File: src/rtl/flip_logger_pkg.sv
// flip_logger_pkg: shared FSM states, timestamp type and default parameters for flip_event_logger
package flip_logger_pkg;
  localparam int TS_WIDTH_DEF = 32;
  localparam int COUNT_WIDTH_DEF = 16;
  localparam int FIFO_DEPTH_DEF = 8;
  localparam int HOLDOFF_DEF = 4;
  typedef enum logic {ARMED, HOLD} state_t;
  typedef logic [TS_WIDTH_DEF-1:0] ts_t;
endpackage

File: src/rtl/flip_event_logger_if.sv
// flip_event_logger_if: valid/ready timestamp readout channel
interface flip_event_logger_if
  import flip_logger_pkg::*;
#(
  parameter int TS_WIDTH = TS_WIDTH_DEF
);
  logic                evt_valid;
  logic                evt_ready;
  logic [TS_WIDTH-1:0] evt_timestamp;
  modport master(output evt_valid, evt_timestamp, input evt_ready);
  modport slave(input evt_valid, evt_timestamp, output evt_ready);
endinterface

File: src/rtl/flip_event_fifo.sv
// flip_event_fifo: synchronous show-ahead FIFO with flush, pointers one bit wider than the address
module flip_event_fifo #(
  parameter int W = 32,
  parameter int D = 8
) (
  input  logic         clk,
  input  logic         rst,
  input  logic         push,
  input  logic         pop,
  input  logic         flush,
  input  logic [W-1:0] din,
  output logic [W-1:0] dout,
  output logic         full,
  output logic         empty
);
  localparam int AW = $clog2(D);
  logic [W-1:0] mem_q [D];
  logic [AW:0] wr_q, wr_d, rd_q, rd_d;
  always_comb begin
    wr_d = flush ? '0 : wr_q + (AW+1)'(push);
    rd_d = flush ? '0 : rd_q + (AW+1)'(pop);
  end
  always_ff @(posedge clk) begin
    if (rst) begin
      wr_q <= '0;
      rd_q <= '0;
    end else begin
      wr_q <= wr_d;
      rd_q <= rd_d;
    end
    if (push && !flush) mem_q[wr_q[AW-1:0]] <= din;
  end
  assign empty = wr_q == rd_q;
  assign full  = (wr_q[AW] != rd_q[AW]) && (wr_q[AW-1:0] == rd_q[AW-1:0]);
  assign dout  = empty ? '0 : mem_q[rd_q[AW-1:0]];
endmodule

File: src/rtl/flip_event_logger.sv
// flip_event_logger: timestamped error-edge logger with saturating count; hold-off FSM under FLIP_LOGGER_HOLDOFF_EN
module flip_event_logger
  import flip_logger_pkg::*;
#(
  parameter int TS_WIDTH = TS_WIDTH_DEF,
  parameter int COUNT_WIDTH = COUNT_WIDTH_DEF,
  parameter int FIFO_DEPTH = FIFO_DEPTH_DEF,
  parameter int HOLDOFF = HOLDOFF_DEF
) (
  input  logic                   clk,
  input  logic                   rst,
  input  logic                   error,
  input  logic                   clear,
  flip_event_logger_if.master    evt,
  output logic [COUNT_WIDTH-1:0] event_count,
  output logic                   overflow,
  output logic                   armed
);
  logic [TS_WIDTH-1:0] ts_q, ts_d, head;
  logic [COUNT_WIDTH-1:0] cnt_q, cnt_d;
  logic error_q, ovf_q, ovf_d, rise, accept, push, pop, full, empty;
  assign rise = error & ~error_q;
`ifdef FLIP_LOGGER_HOLDOFF_EN
  localparam int HW = $clog2(HOLDOFF) + 1;
  state_t state_q, state_d;
  logic [HW-1:0] hold_q, hold_d;
  always_comb begin
    accept  = state_q == ARMED && rise;
    state_d = state_q == ARMED ? (rise ? HOLD : ARMED) : (hold_q == '0 ? ARMED : HOLD);
    hold_d  = state_q == ARMED ? HW'(HOLDOFF - 1) : hold_q - 1'b1;
  end
  always_ff @(posedge clk) begin
    if (rst) begin
      state_q <= ARMED;
      hold_q  <= '0;
    end else begin
      state_q <= state_d;
      hold_q  <= hold_d;
    end
  end
  assign armed = state_q == ARMED;
`else
  logic unused_holdoff;
  assign unused_holdoff = |HOLDOFF;
  assign accept = rise;
  assign armed  = 1'b1;
`endif
  assign pop  = evt.evt_valid & evt.evt_ready;
  assign push = accept & ~clear & (~full | pop);
  always_comb begin
    ts_d  = ts_q + 1'b1;
    cnt_d = clear ? '0 : cnt_q + COUNT_WIDTH'(accept && !(&cnt_q));
    ovf_d = clear ? 1'b0 : ovf_q | (accept & full & ~pop);
  end
  always_ff @(posedge clk) begin
    if (rst) begin
      ts_q    <= '0;
      error_q <= 1'b0;
      cnt_q   <= '0;
      ovf_q   <= 1'b0;
    end else begin
      ts_q    <= ts_d;
      error_q <= error;
      cnt_q   <= cnt_d;
      ovf_q   <= ovf_d;
    end
  end
  flip_event_fifo #(.W(TS_WIDTH), .D(FIFO_DEPTH)) u_fifo (
    .clk(clk), .rst(rst), .push(push), .pop(pop), .flush(clear),
    .din(ts_q), .dout(head), .full(full), .empty(empty)
  );
  assign evt.evt_valid     = ~empty;
  assign evt.evt_timestamp = head;
  assign event_count       = cnt_q;
  assign overflow          = ovf_q;
endmodule

File: src/flat_wrapper.sv
// flat-port wrapper written by rule: the top's interface ports become plain ports
module flip_event_logger_flat import flip_logger_pkg::*;
#(
  parameter int TS_WIDTH = TS_WIDTH_DEF,
  parameter int COUNT_WIDTH = COUNT_WIDTH_DEF,
  parameter int FIFO_DEPTH = FIFO_DEPTH_DEF,
  parameter int HOLDOFF = HOLDOFF_DEF
)
  (clk, rst, error, clear, event_count, overflow, armed, evt_evt_valid, evt_evt_timestamp, evt_evt_ready);
  flip_event_logger_if #(.TS_WIDTH(TS_WIDTH)) evt_i ();
  input  logic clk;
  input  logic rst;
  input  logic error;
  input  logic clear;
  output logic [COUNT_WIDTH-1:0] event_count;
  output logic overflow;
  output logic armed;
  output wire logic [$bits(evt_i.evt_valid)-1:0] evt_evt_valid;
  output wire logic [$bits(evt_i.evt_timestamp)-1:0] evt_evt_timestamp;
  input wire logic [$bits(evt_i.evt_ready)-1:0] evt_evt_ready;
  assign evt_evt_valid = evt_i.evt_valid;
  assign evt_evt_timestamp = evt_i.evt_timestamp;
  assign evt_i.evt_ready = evt_evt_ready;
  flip_event_logger #(.TS_WIDTH(TS_WIDTH), .COUNT_WIDTH(COUNT_WIDTH), .FIFO_DEPTH(FIFO_DEPTH), .HOLDOFF(HOLDOFF)) u_core (.clk(clk), .rst(rst), .error(error), .clear(clear), .evt(evt_i), .event_count(event_count), .overflow(overflow), .armed(armed));
endmodule
File: config.mk
export PLATFORM = sky130hd
export DESIGN_NAME = flip_event_logger_flat
export DESIGN_NICKNAME = d
export VERILOG_FILES = /design/src/rtl/flip_logger_pkg.sv /design/src/rtl/flip_event_logger_if.sv /design/src/rtl/flip_event_fifo.sv /design/src/rtl/flip_event_logger.sv /design/src/flat_wrapper.sv
export SDC_FILE = /design/constraint.sdc
export NUM_CORES = 1
export LEC_CHECK = 0
export ABC_AREA = 1
export CORE_ASPECT_RATIO = 2
export CORE_MARGIN = 2
export CORE_UTILIZATION = 55
export CTS_CLUSTER_SIZE = 24
export DETAILED_ROUTE_END_ITERATION = 8
export PLACE_DENSITY = 0.76
export SYNTH_ARGS = -nofsm -noshare
export SYNTH_HDL_FRONTEND = slang
export SYNTH_SLANG_ARGS = --single-unit
File: constraint.sdc
create_clock -name clk -period 2.62 [get_ports clk]
set_input_delay 0.262 -clock clk [delete_from_list [all_inputs] [get_ports clk]]
set_output_delay 0.262 -clock clk [all_outputs]
set_load 0.02 [all_outputs]
==> out/metrics.csv <==
stage,metric,value,unit
outcome,outcome,"finished, final reports clean",
clocking,cts_tree,yes,
sta,final_critical_path_setup_slack,89.0,ps
grt,grt_start_max_net_pins,67,
die,rows,80,
route,met1Wirelength,11300,um
grt,grt_first_pass_wirelength,46500,um
clocking,root_cell_of_the_clock_tree,clkbuf_16,
grt,grt_remaining_overflow,0,
critical_path,worst-endpoint-required,2360,ps
critical_path,reg2reg_setup_slack,240,ps
synthesis,synth_area_leaders,"edfxtp_1 59%, nor2_1 8.9%, dfxtp_1 8.8%",
synthesis,yosysWarnings,0,
clocking,clk_path_buf_depth,3,
clocking,clk_transition_reported_paths,70,ps
power,power.density,642,mW/mm^2
synthesis,ys_seq_area_share,67.4,%
sta,worst-slew-pin-transition,507,ps
critical_path,worst-endpoint-arrival,2270,ps
die,fp.dieH,223,um
power,totalPowerFinal,9710,uW
grt,initial_antenna_violation_count,0,
route,drtAntennaViolNets,0,
clocking,cts.sink_count,314,
clocking,htree_levels,1,
critical_path,timing.critical_path.from_type,register,
cells_and_area,area_growth_syn_to_layout,15.2,%
route,met3_length,1730,um
synthesis,netlist_area,0.0131,mm^2
place,dp.cells,1526,
sta,max_freq,0.395,GHz
route,met2_wirelength,16000,um
route,via_count,9088,
grt,grt_util_all_layers,23.6,%
critical_path,critical_path.most_common_cell,nor2_1,
synthesis,ys_seq_elements,314,
critical_path,worst-path-max-fanout,27,
synthesis,dominantRegCellSynth,edfxtp_1,
hold_path,worstHoldPathType,primary input to register,
route,vias_per_cell,5.74,
route,detailedRoute.firstPassIterationCount,5,
synthesis,synth_top_area_share,58.5,%
place,preCtsSetupSlack,233,ps
cells_and_area,fin_nets,1287,
sta,period_share,96.6,%
die,chip_width,113,um
critical_path,cpPeakStageDelay,400,ps
power,worst_vdd_ir,0.677,mV
power,static_leak,0.00522,uW
route,drt-total-wl,29800,um
cells_and_area,proportion_of_layout_cells_with_a_drive_suffix_above_1,9.88,%
sta,finClkSkew,25.7,ps
cells_and_area,antenna_cells,0,
sta,timing_hold_violations_final,0,
critical_path,worstPathCellList,"clkinv_2, buf_12, buf_4, o21ai_0, o22ai_1, nor2_1, nor2_1, dlygate4sd2_1",
route,drc_errors,0,
critical_path,criticalPathCategory,register to output port,
critical_path,crit_path_top_delay_cell,dfxtp_4,
flow_run,max_cap_viol_count,0,
sta,setup_violations,0,
synthesis,netlist_instances,1213,
place,place.gp.congestion,0.882,
die,starting_density_of_the_core,55.6,%
route,topRoutingLayerUsed,met4,
synthesis,synth_fp_nets,1225,
place,hpwl,16400,um
die,pin_count,56,
critical_path,worstSetupEndpointType,output port,
synthesis,synth.avg_cell_area,10.8,um^2
place,number_of_buffers_added_on_ports,54,
cells_and_area,fillerInstances,1761,
route,first_iter_violations,709,
die,die_area,0.0252,mm^2
route,wl_per_cell,18.9,um
synthesis,postSynth.asyncResetShare,0,%
synthesis,post_synth_edffs,256,
grt,grt_pass1_vias,8943,
sta,finalMaxSlewViolations,0,
synthesis,synthDistinctLibCells,39,
die,core,0.0236,mm^2
cells_and_area,multi_input_gate_area,0.00380,mm^2
cells_and_area,post_layout_nonfiller_instances,1582,
clocking,cts_buffers,26,
synthesis,synth_largest_area_cell,edfxtp_1,
cells_and_area,regArea,0.00886,mm^2
sta,timing.max_slew.rel_slack,66.2,%
sta,finalWorstPathRequiredPeriod,2530,ps
clocking,worst_skew_pair_latency,560,ps
## timing repair
item,CTS,global route
pin swaps,2,0
hold buffers,0,0
buffers inserted,4,1
gates cloned,3,0
setup endpoints to repair,33,26
gates resized for setup,38,14
## stage by stage
stage	setup TNS (ps)	utilization, %	instance area, um^2	hold WS (ps)
floorplan	-27950	-	13100	387
global placement	0	59.6	14100	456
detailed placement	0	59.6	14100	450
CTS	0	63.9	15100	269
global route	-4.07	64.0	15100	277
finish	0	64.0	15100	283
## per-layer routing
metal,vias to the layer above,track usage [%]
li1,4308,-
met1,4417,28.7
met2,311,42.4
met3,52,2.67
met4,0,9.56
met5,-,0
## cells in the mapped netlist (7+ instances only)
library cell    n
o211ai_1       32
inv_1          53
o22ai_1        32
clkbuf_1       21
buf_2          13
nand2_1       144
o21ai_1        17
nand3_1        16
dfxtp_1        58
a21oi_1        29
nor2_1        312
nor2_4          7
buf_6          13
o21ai_0       122
ha_1            7
edfxtp_1      256
nor2_2          9
## where the power goes
part	switching, uW	total, uW	leakage [uW]	internal, uW
clock	1700	4090	0.000428	2390
combinational	156	237	0.00193	81.3
sequential	19.5	5380	0.00286	5360
total	1880	9710	0.00522	7830
## worst paths after layout
| check | startpoint | endpoint | cells after the start |
|---|---|---|---|
| min | error | u_core.error_q$_SDFF_PP0_ | 3 |
| max reg2reg | u_core.u_fifo.wr_q[0]$_SDFF_PP0_ | u_core.u_fifo.wr_q[2]$_SDFF_PP0_ | 12 |
| min reg2reg | u_core.overflow$_SDFF_PP0_ | u_core.overflow$_SDFF_PP0_ | 2 |
| max | u_core.u_fifo.rd_q[0]$_SDFF_PP0_ | evt_evt_timestamp[3] | 8 |
## layout by cell type (no fill, tap or decap), types with 6 or more instances in the layout
| master | count |
|---|---|
| buf_4 | 24 |
| ha_1 | 7 |
| nand4_1 | 6 |
| xor2_1 | 6 |
| nand3_1 | 16 |
| clkbuf_1 | 8 |
| o211ai_1 | 32 |
| o22ai_1 | 32 |
| nand2_1 | 144 |
| buf_12 | 11 |
| clkbuf_16 | 27 |
| nand3b_1 | 6 |
| inv_1 | 53 |
| o21ai_1 | 19 |
| a21oi_1 | 29 |
| clkdlybuf4s50_1 | 21 |
| dfxtp_1 | 54 |
| nand2_2 | 6 |
| clkdlybuf4s15_1 | 6 |
| nor2_1 | 303 |
| nor2_2 | 9 |
| dlygate4sd2_1 | 25 |
| nor2_4 | 16 |
| edfxtp_1 | 256 |
| o21ai_0 | 120 |
## registers in the layout (all words and copies together), names as in the netlist
name,cells
u_core.u_fifo.rd_q,4
u_core.overflow,1
u_core.event_count,16
u_core.u_fifo.mem_q,256
u_core.error_q,1
u_core.ts_q,32
u_core.u_fifo.wr_q,4
## final cells by class
cell class              instances  area share, %
repair buffers                 92           6.53
clock buffers                  35           4.67
well taps                     287           2.37
clock inverters                13           1.29
flip-flops and latches        314           58.5
inverters                      58           1.46
multi-input cells             783           25.1
## critical path: cells and delay by family (launching register included)
| kind | cells | cell delay (ps) |
|---|---|---|
| flip-flops | 1 | 400 |
| buffers and inverters | 4 | 820 |
| AND/OR/NAND/NOR | 2 | 200 |
| AO/OA/AOI/OAI | 2 | 300 |
## cells by family after synthesis
kind of cell             share of synthesized area (%)
AND/OR/NAND/NOR                                   16.6
adder cells (fa/ha/maj)                          0.667
flip-flops                                        67.4
other                                           0.0285
buffers and inverters                             4.42
AO/OA/AOI/OAI                                     10.4
XOR/XNOR                                         0.600
(Power assumes the default switching activity.)
